===== config.mk =====
export PLATFORM = sky130hd
export DESIGN_NAME = fp_mul_seq
export DESIGN_NICKNAME = d
export VERILOG_FILES = /design/src/rtl/fp_mul_seq.sv
export SDC_FILE = /design/constraint.sdc
export NUM_CORES = 1
export LEC_CHECK = 0
export ABC_AREA = 1
export CAP_MARGIN = 10
export CELL_PAD_IN_SITES_DETAIL_PLACEMENT = 1
export CELL_PAD_IN_SITES_GLOBAL_PLACEMENT = 2
export CORE_UTILIZATION = 32
export DETAILED_ROUTE_END_ITERATION = 10
export PLACE_DENSITY = 0.76
export SLEW_MARGIN = 20
export SYNTH_ARGS = -nofsm -noshare
export SYNTH_HDL_FRONTEND = slang
export SYNTH_SLANG_ARGS = --single-unit

===== constraint.sdc =====
create_clock -name clk -period 5.7 [get_ports clk]
set_input_delay 1.14 -clock clk [delete_from_list [all_inputs] [get_ports clk]]
set_output_delay 1.14 -clock clk [all_outputs]
set_load 0.01 [all_outputs]

===== src/rtl/fp_mul_seq.sv =====
// Sequential IEEE-754 multiplier: radix-2 shift-and-add significand datapath,
// with a fast path for NaN, infinity and zero operands.
package fp_flags_pkg;
  localparam int NRAS                = 4;
  localparam int roundTiesToEven     = 0;
  localparam int roundTowardZero     = 1;
  localparam int roundTowardPositive = 2;
  localparam int roundTowardNegative = 3;
  localparam int roundTiesToAway     = 4;

  localparam int NTYPES    = 6;
  localparam int SNAN      = 0;
  localparam int QNAN      = 1;
  localparam int INFINITY  = 2;
  localparam int ZERO      = 3;
  localparam int SUBNORMAL = 4;
  localparam int NORMAL    = 5;

  localparam int NEXCEPTIONS  = 5;
  localparam int INVALID      = 0;
  localparam int DIVIDEBYZERO = 1;
  localparam int OVERFLOW     = 2;
  localparam int UNDERFLOW    = 3;
  localparam int INEXACT      = 4;
endpackage

module fp_mul_seq
  import fp_flags_pkg::*;
#(
  parameter int NEXP = 5,
  parameter int NSIG = 10
) (
  input  logic                   clk,
  input  logic                   rst_n,
  input  logic                   start,
  input  logic [NEXP+NSIG:0]     a,
  input  logic [NEXP+NSIG:0]     b,
  input  logic [NRAS:0]          ra,
  output logic [NEXP+NSIG:0]     p,
  output logic [NTYPES-1:0]      pFlags,
  output logic [NEXCEPTIONS-1:0] exception,
  output logic                   done
);
  localparam int W    = NEXP + NSIG + 1;
  localparam int SW   = NSIG + 1;
  localparam int PW   = 2 * SW;
  localparam int EW   = NEXP + 5;
  localparam int CW   = $clog2(SW + 1);
  localparam int LW   = $clog2(PW);
  localparam int XW   = 2 * PW + 2;
  localparam int BIAS = (1 << (NEXP - 1)) - 1;
  localparam logic [NEXP-1:0] EXP_ONES = '1;

  typedef enum logic [2:0] {S_IDLE, S_CLASSIFY, S_MUL, S_NORM, S_ROUND, S_DONE} state_t;
  typedef struct packed { logic nan, snan, inf, zero; } op_class_t;

  function automatic op_class_t decode(input logic [W-1:0] x);
    logic emax, fz;
    emax = &x[W-2:NSIG];
    fz   = ~|x[NSIG-1:0];
    decode.nan  = emax & ~fz;
    decode.snan = emax & ~fz & ~x[NSIG-1];
    decode.inf  = emax & fz;
    decode.zero = ~|x[W-2:NSIG] & fz;
  endfunction

  function automatic logic [NTYPES-1:0] classify(input logic [W-1:0] x);
    op_class_t c;
    c = decode(x);
    classify = '0;
    if (c.snan)                 classify[SNAN]      = 1'b1;
    else if (c.nan)             classify[QNAN]      = 1'b1;
    else if (c.inf)             classify[INFINITY]  = 1'b1;
    else if (c.zero)            classify[ZERO]      = 1'b1;
    else if (~|x[W-2:NSIG])     classify[SUBNORMAL] = 1'b1;
    else                        classify[NORMAL]    = 1'b1;
  endfunction

  state_t                  r_state, w_next;
  logic [W-1:0]            r_a, r_b, r_res_p, r_p;
  logic [NRAS:0]           r_ra;
  logic                    r_sign, r_g, r_r, r_s, r_tiny, r_fin, r_done;
  logic [SW-1:0]           r_ma, r_mb, r_sig;
  logic [PW-1:0]           r_acc;
  logic [CW-1:0]           r_cnt;
  logic signed [EW-1:0]    r_exp;
  logic [NEXCEPTIONS-1:0]  r_res_exc, r_exc;
  logic [NTYPES-1:0]       r_flags;

  logic                    w_capture, w_publish, w_mul_last;
  op_class_t               w_ca, w_cb;
  logic                    w_sign, w_special;
  logic [W-1:0]            w_sp_p;
  logic [NEXCEPTIONS-1:0]  w_sp_exc;
  logic [NEXP-1:0]         w_ea, w_eb;
  logic signed [EW-1:0]    w_exp0;

  assign w_ca   = decode(r_a);
  assign w_cb   = decode(r_b);
  assign w_sign = r_a[W-1] ^ r_b[W-1];
  assign w_ea   = (~|r_a[W-2:NSIG]) ? NEXP'(1) : r_a[W-2:NSIG];
  assign w_eb   = (~|r_b[W-2:NSIG]) ? NEXP'(1) : r_b[W-2:NSIG];
  assign w_exp0 = EW'(w_ea) + EW'(w_eb) - EW'(BIAS - 1);

  // NOTE: every variable written in always_comb gets a default first, so no path infers a latch.
  always_comb begin
    w_special = 1'b1;
    w_sp_p    = '0;
    w_sp_exc  = '0;
    if (w_ca.nan || w_cb.nan) begin
      w_sp_p             = w_ca.nan ? r_a : r_b;
      w_sp_p[NSIG-1]     = 1'b1;
      w_sp_exc[INVALID]  = w_ca.snan | w_cb.snan;
    end else if ((w_ca.zero && w_cb.inf) || (w_ca.inf && w_cb.zero)) begin
      w_sp_p             = {1'b0, EXP_ONES, 1'b1, {(NSIG-1){1'b0}}};
      w_sp_exc[INVALID]  = 1'b1;
    end else if (w_ca.inf || w_cb.inf) begin
      w_sp_p = {w_sign, EXP_ONES, {NSIG{1'b0}}};
    end else if (w_ca.zero || w_cb.zero) begin
      w_sp_p = {w_sign, {(W-1){1'b0}}};
    end else begin
      w_special = 1'b0;
    end
  end

  // Shift-and-add step: conditional add into the upper half, then shift right.
  logic [SW:0]   w_sum;
  logic [PW-1:0] w_acc_next;
  assign w_sum      = {1'b0, r_acc[PW-1:SW]} + (r_mb[0] ? {1'b0, r_ma} : '0);
  assign w_acc_next = {w_sum, r_acc[SW-1:1]};

  logic [LW-1:0]        w_lz;
  logic [PW-1:0]        w_norm, w_den;
  logic signed [EW-1:0] w_exp_n;
  logic [EW-1:0]        w_sh;
  logic [XW-1:0]        w_shx;
  logic                 w_tiny, w_lost;

  always_comb begin
    w_lz = '0;
    for (int i = 0; i < PW; i++)
      if (r_acc[i]) w_lz = LW'(PW - 1 - i);
    w_norm  = r_acc << w_lz;
    w_exp_n = r_exp - $signed(EW'(w_lz));
    w_tiny  = (w_exp_n < 1);
    w_sh    = w_tiny ? (EW'(1) - w_exp_n) : '0;
    if (w_sh > EW'(PW + 2)) w_sh = EW'(PW + 2);
    w_shx   = {w_norm, {(PW+2){1'b0}}} >> w_sh;
    w_den   = w_shx[XW-1 -: PW];
    w_lost  = |w_shx[PW+1:0];
  end

  logic                   w_half, w_st, w_inexact, w_inc, w_ovf, w_to_max;
  logic [EW+NSIG-1:0]     w_mag;
  logic [W-1:0]           w_rnd_p;
  logic [NEXCEPTIONS-1:0] w_rnd_exc;

  always_comb begin
    w_half    = r_g;
    w_st      = r_r | r_s;
    w_inexact = w_half | w_st;
    if (r_ra[roundTiesToEven])          w_inc = w_half & (w_st | r_sig[0]);
    else if (r_ra[roundTiesToAway])     w_inc = w_half;
    else if (r_ra[roundTowardPositive]) w_inc = w_inexact & ~r_sign;
    else if (r_ra[roundTowardNegative]) w_inc = w_inexact & r_sign;
    else if (r_ra[roundTowardZero])     w_inc = 1'b0;
    else                                w_inc = w_half & (w_st | r_sig[0]);
    // Exponent and fraction add as one field, so a significand carry bumps the exponent.
    w_mag     = {r_exp, r_sig[NSIG-1:0]} + (EW+NSIG)'(w_inc);
    w_ovf     = (w_mag[EW+NSIG-1:NSIG] >= {{(EW-NEXP){1'b0}}, EXP_ONES});
    w_to_max  = r_ra[roundTowardZero] | (r_ra[roundTowardPositive] & r_sign)
              | (r_ra[roundTowardNegative] & ~r_sign);
    w_rnd_exc = '0;
    if (w_ovf) begin
      w_rnd_p              = w_to_max ? {r_sign, EXP_ONES - 1'b1, {NSIG{1'b1}}}
                                      : {r_sign, EXP_ONES, {NSIG{1'b0}}};
      w_rnd_exc[OVERFLOW]  = 1'b1;
      w_rnd_exc[INEXACT]   = 1'b1;
    end else begin
      w_rnd_p              = {r_sign, w_mag[NEXP+NSIG-1:0]};
      w_rnd_exc[INEXACT]   = w_inexact;
      w_rnd_exc[UNDERFLOW] = r_tiny & w_inexact;
    end
  end

  always_ff @(posedge clk) begin
    if (!rst_n) r_state <= S_IDLE;
    else        r_state <= w_next;
  end

  always_comb begin
    w_next = r_state;
    case (r_state)
      S_IDLE, S_DONE: if (start) w_next = S_CLASSIFY;
      S_CLASSIFY:     w_next = w_special ? S_ROUND : S_MUL;
      S_MUL:          if (w_mul_last) w_next = S_NORM;
      S_NORM:         w_next = S_ROUND;
      S_ROUND:        if (r_fin) w_next = S_DONE;
      default:        w_next = S_IDLE;
    endcase
  end

  // Special results are staged in ROUND with r_fin already set, so both paths publish identically.
  always_comb begin
    w_capture  = start && (r_state == S_IDLE || r_state == S_DONE);
    w_publish  = (r_state == S_ROUND) && r_fin;
    w_mul_last = (r_state == S_MUL) && (r_cnt == CW'(1));
  end

  always_ff @(posedge clk) begin
    if (!rst_n) begin
      r_p     <= '0;
      r_flags <= '0;
      r_exc   <= '0;
      r_done  <= 1'b0;
      r_cnt   <= '0;
    end else begin
      if (w_capture) r_done <= 1'b0;
      if (w_publish) begin
        r_p     <= r_res_p;
        r_flags <= classify(r_res_p);
        r_exc   <= r_res_exc;
        r_done  <= 1'b1;
      end
      if (r_state == S_CLASSIFY) r_cnt <= CW'(SW);
      else if (r_state == S_MUL) r_cnt <= r_cnt - 1'b1;
    end
  end

  // NOTE: datapath registers carry no reset; each is written before it is read in every operation.
  always_ff @(posedge clk) begin
    case (r_state)
      S_IDLE, S_DONE: if (start) begin
        r_a  <= a;
        r_b  <= b;
        r_ra <= ra;
      end
      S_CLASSIFY: begin
        r_sign    <= w_sign;
        r_ma      <= {|r_a[W-2:NSIG], r_a[NSIG-1:0]};
        r_mb      <= {|r_b[W-2:NSIG], r_b[NSIG-1:0]};
        r_acc     <= '0;
        r_exp     <= w_exp0;
        r_res_p   <= w_sp_p;
        r_res_exc <= w_sp_exc;
        r_fin     <= w_special;
      end
      S_MUL: begin
        r_acc <= w_acc_next;
        r_mb  <= r_mb >> 1;
      end
      S_NORM: begin
        r_sig  <= w_den[PW-1 -: SW];
        r_g    <= w_den[SW-1];
        r_r    <= w_den[SW-2];
        r_s    <= |w_den[SW-3:0] | w_lost;
        r_tiny <= w_tiny;
        r_exp  <= w_tiny ? '0 : w_exp_n;
      end
      S_ROUND: if (!r_fin) begin
        r_res_p   <= w_rnd_p;
        r_res_exc <= w_rnd_exc;
        r_fin     <= 1'b1;
      end
      default: ;
    endcase
  end

  assign p         = r_p;
  assign pFlags    = r_flags;
  assign exception = r_exc;
  assign done      = r_done;
endmodule

==> results.yml <==
outcome:
  status: "finished with violations"
  violations: "design-rule violations"
yosys:
  synth-edff-count: 127
  synth_flop_cell: "edfxtp_1"
  synth_seq_cells: 161
  synthCells: 1342
  synthArstFlopShare_pct: 0
  synth_fp_nets: 1416
  post_synth.cell_area_avg_um2: 7.62
  ys_warn_count: 0
  syn_area_um2: 10200
  yosysSeqAreaShare_pct: 43.9
  yosys.cell_types.count: 59
floorplanning:
  initial_core_util_pct: 32.5
  die_area_um2: 32700
  num_rows: 65
  die_w_um: 181
  num_io_pins: 68
  core_um2: 31500
  die_y_um: 181
placement:
  gp_congestion: 0.777
  dp_cells: 1816
  placed_area_um2: 11600
  portBuffers: 66
  dp_hpwl_um: 24100
layout:
  stdcell_area_um2: 12700
  nets: 1521
  layout-drive-gt1-share_pct: 13.0
  antenna_cells: 0
  area_growth_pct: 24.4
  finish.utilization_pct: 40.4
  fill_cells: 3819
  stdcell_count: 1862
worst_hold_path:
  hold_class: "flop to flop"
clock_tree:
  holdBufCountCts: 0
  clkLatencyLatePin_ns: 0.44
  cts_max_path_buffers: 2
  cts-buffers-inserted: 17
  htree_levels: 4
  clk_pin_slew_worst_paths_ns: 0.06
  tritoncts: "done"
  cts.sink_count: 161
  cts_root_buf: "clkbuf_16"
timing:
  fmax_mhz: 177
  fin_crit_ns: 5.66
  drv_slew: 0
  tns_ns: 0
  setup_viol: 0
  timing.final.crit_share_pct: 99.2
  slew_headroom_pct: 32.8
  tightest_slew_ns: 1.00
  hold_viol: 0
  rsz0062_at_grt: "yes"
  skew_ns: 0.0106
global_routing:
  grt-ovfl-total: 0
  grt_pass1_wl_um: 51600
  grt_max_degree: 38
  antenna_found_initial: 0
  track_usage_pct: 19.9
  grt_pass1_vias: 9649
setup_path:
  critPathKind: "flop to flop"
  reg2reg_slack_ns: 0.04
  worstPathRequired_ns: 5.89
  cp.arrival_ns: 5.84
  end_kind: "flop"
  slowest_stage: "edfxtp_1"
  critPathMostFrequentCell: "nand2_1"
  critPathMaxStageDelay_ns: 0.40
  start_kind: "flop"
  critPathMaxFanout: 8
routing:
  ant_nets: 0
  finalWirelength_um: 31600
  dr.pass1.iters: 8
  drt_iter0_drc: 438
  via_per_inst: 5.04
  vias: 9378
  routedWlPerCell_um: 17.0
  route.detailed.drc: 2
job:
  max_cap_viol_count: 0
[flip-flops by register name (all words and copies together), names as in the netlist, 4 cells and up]
name,cells
r_acc,22
p,16
r_a,16
r_b,16
r_res_p,16
r_ma,11
r_mb,11
r_exp,10
r_sig,10
pFlags,6
r_ra,5
exception,4
r_cnt,4
r_res_exc,4
[cells in the final DEF, fill, tap and decap left out, drive strengths merged, types with 7 or more instances in the layout]
master and count:
a21oi 68, nand2 336, edfxtp 127, nor2 114, dfxtp 34, clkbuf 24
buf 71, nand3 220, xor2 10, nor4 8, inv 160, o31ai 9
clkdlybuf4s50 66, nand4 23, nor3 21, ha 31, clkinv 8, a22o 7
o21ai 64
[metal layers]
metal	part of all wire [%]	routed length, µm	up-vias	track usage (%)
li1	-	-	4761	-
met1	48	15100	4487	26.2
met2	48	15100	97	33.3
met3	2.1	657	33	2.94
met4	2.3	727	0	6.94
met5	0	0	-	0
[cell type report]
cell class	count	area (µm²)	share of cell area (%)
multi-input cells	966	5180	40.7
flip-flops and latches	161	4490	35.3
repair buffers	140	1330	10.5
inverters	161	617	4.85
well taps	402	503	3.95
clock buffers	21	450	3.54
clock inverters	11	150	1.18
[path summary, 6_finish.rpt]
check / depth (start not counted) / from / end
setup / recovery: 52 / r_acc[1]$_SDFFCE_PN0P_ / r_s$_DFFE_PP_
hold / removal: 2 / pFlags[4]$_SDFFE_PN0P_ / pFlags[4]$_SDFFE_PN0P_
setup reg to reg: 52 / r_acc[1]$_SDFFCE_PN0P_ / r_s$_DFFE_PP_
hold reg to reg: 2 / pFlags[4]$_SDFFE_PN0P_ / pFlags[4]$_SDFFE_PN0P_
[Yosys cell counts, types with 4 or more instances]
library cell	count	area [µm²]
nand2_1	335	1260
nand3_1	217	1090
inv_1	148	556
edfxtp_1	127	3810
nor2_1	110	413
a21oi_1	68	340
o21ai_0	59	295
clkbuf_1	40	150
dfxtp_1	34	681
ha_1	31	388
nand4_1	22	138
nor3_1	20	100
o31ai_1	9	67.6
xor2_1	9	78.8
inv_2	8	30.0
nor4_1	8	50.1
a22o_1	7	61.3
a31oi_1	6	37.5
buf_2	6	30.0
buf_4	5	37.5
clkinv_1	5	18.8
a22oi_1	4	30.0
o21a_1	4	30.0
o21ai_1	4	20.0
o22ai_1	4	25.0
[through the flow]
step	hold slack [ns]	setup WS, ns
after floorplan	0.426	0.0869
after global placement	0.456	-0.0687
after detailed placement	0.459	-0.250
after CTS	0.469	0.000986
after global routing	0.494	-0.450
final	0.465	0.0449
[cell families (layout without fill, tap and decap cells)]
kind of cell    Yosys count  in the layout  synth area share (%)
compound gates          183            183                  10.5
flops                   161            161                  43.9
xor+xnor                 13             13                  1.19
buf+inv                 215            333                  8.29
simple gates            735            735                  31.7
other cells               1              1                0.0367
fa+ha+maj                34             34                  4.38
[worst max-delay path: cells and delay by family (launching register included)]
family | cells | cell delay, ns
buffers and inverters | 6 | 0.46
AOI/OAI and AO/OA | 1 | 0.16
and+or+nand+nor | 42 | 3.59
adders and majority gates | 3 | 0.77
DFF | 1 | 0.40
[repair_timing]
| item | 4_1_cts | 5_1_grt |
|---|---|---|
| endpoints found under the hold margin | 0 | 0 |
| pin swaps | 3 | 32 |
| gates resized for setup | 12 | 68 |
| endpoints found under the setup margin | 4 | 13 |
| cloned | 0 | 3 |
| buffers inserted | 2 | 8 |
Power is not shown: default switching activity piles up to over one toggle a cycle in this logic, so the estimate is an artifact.
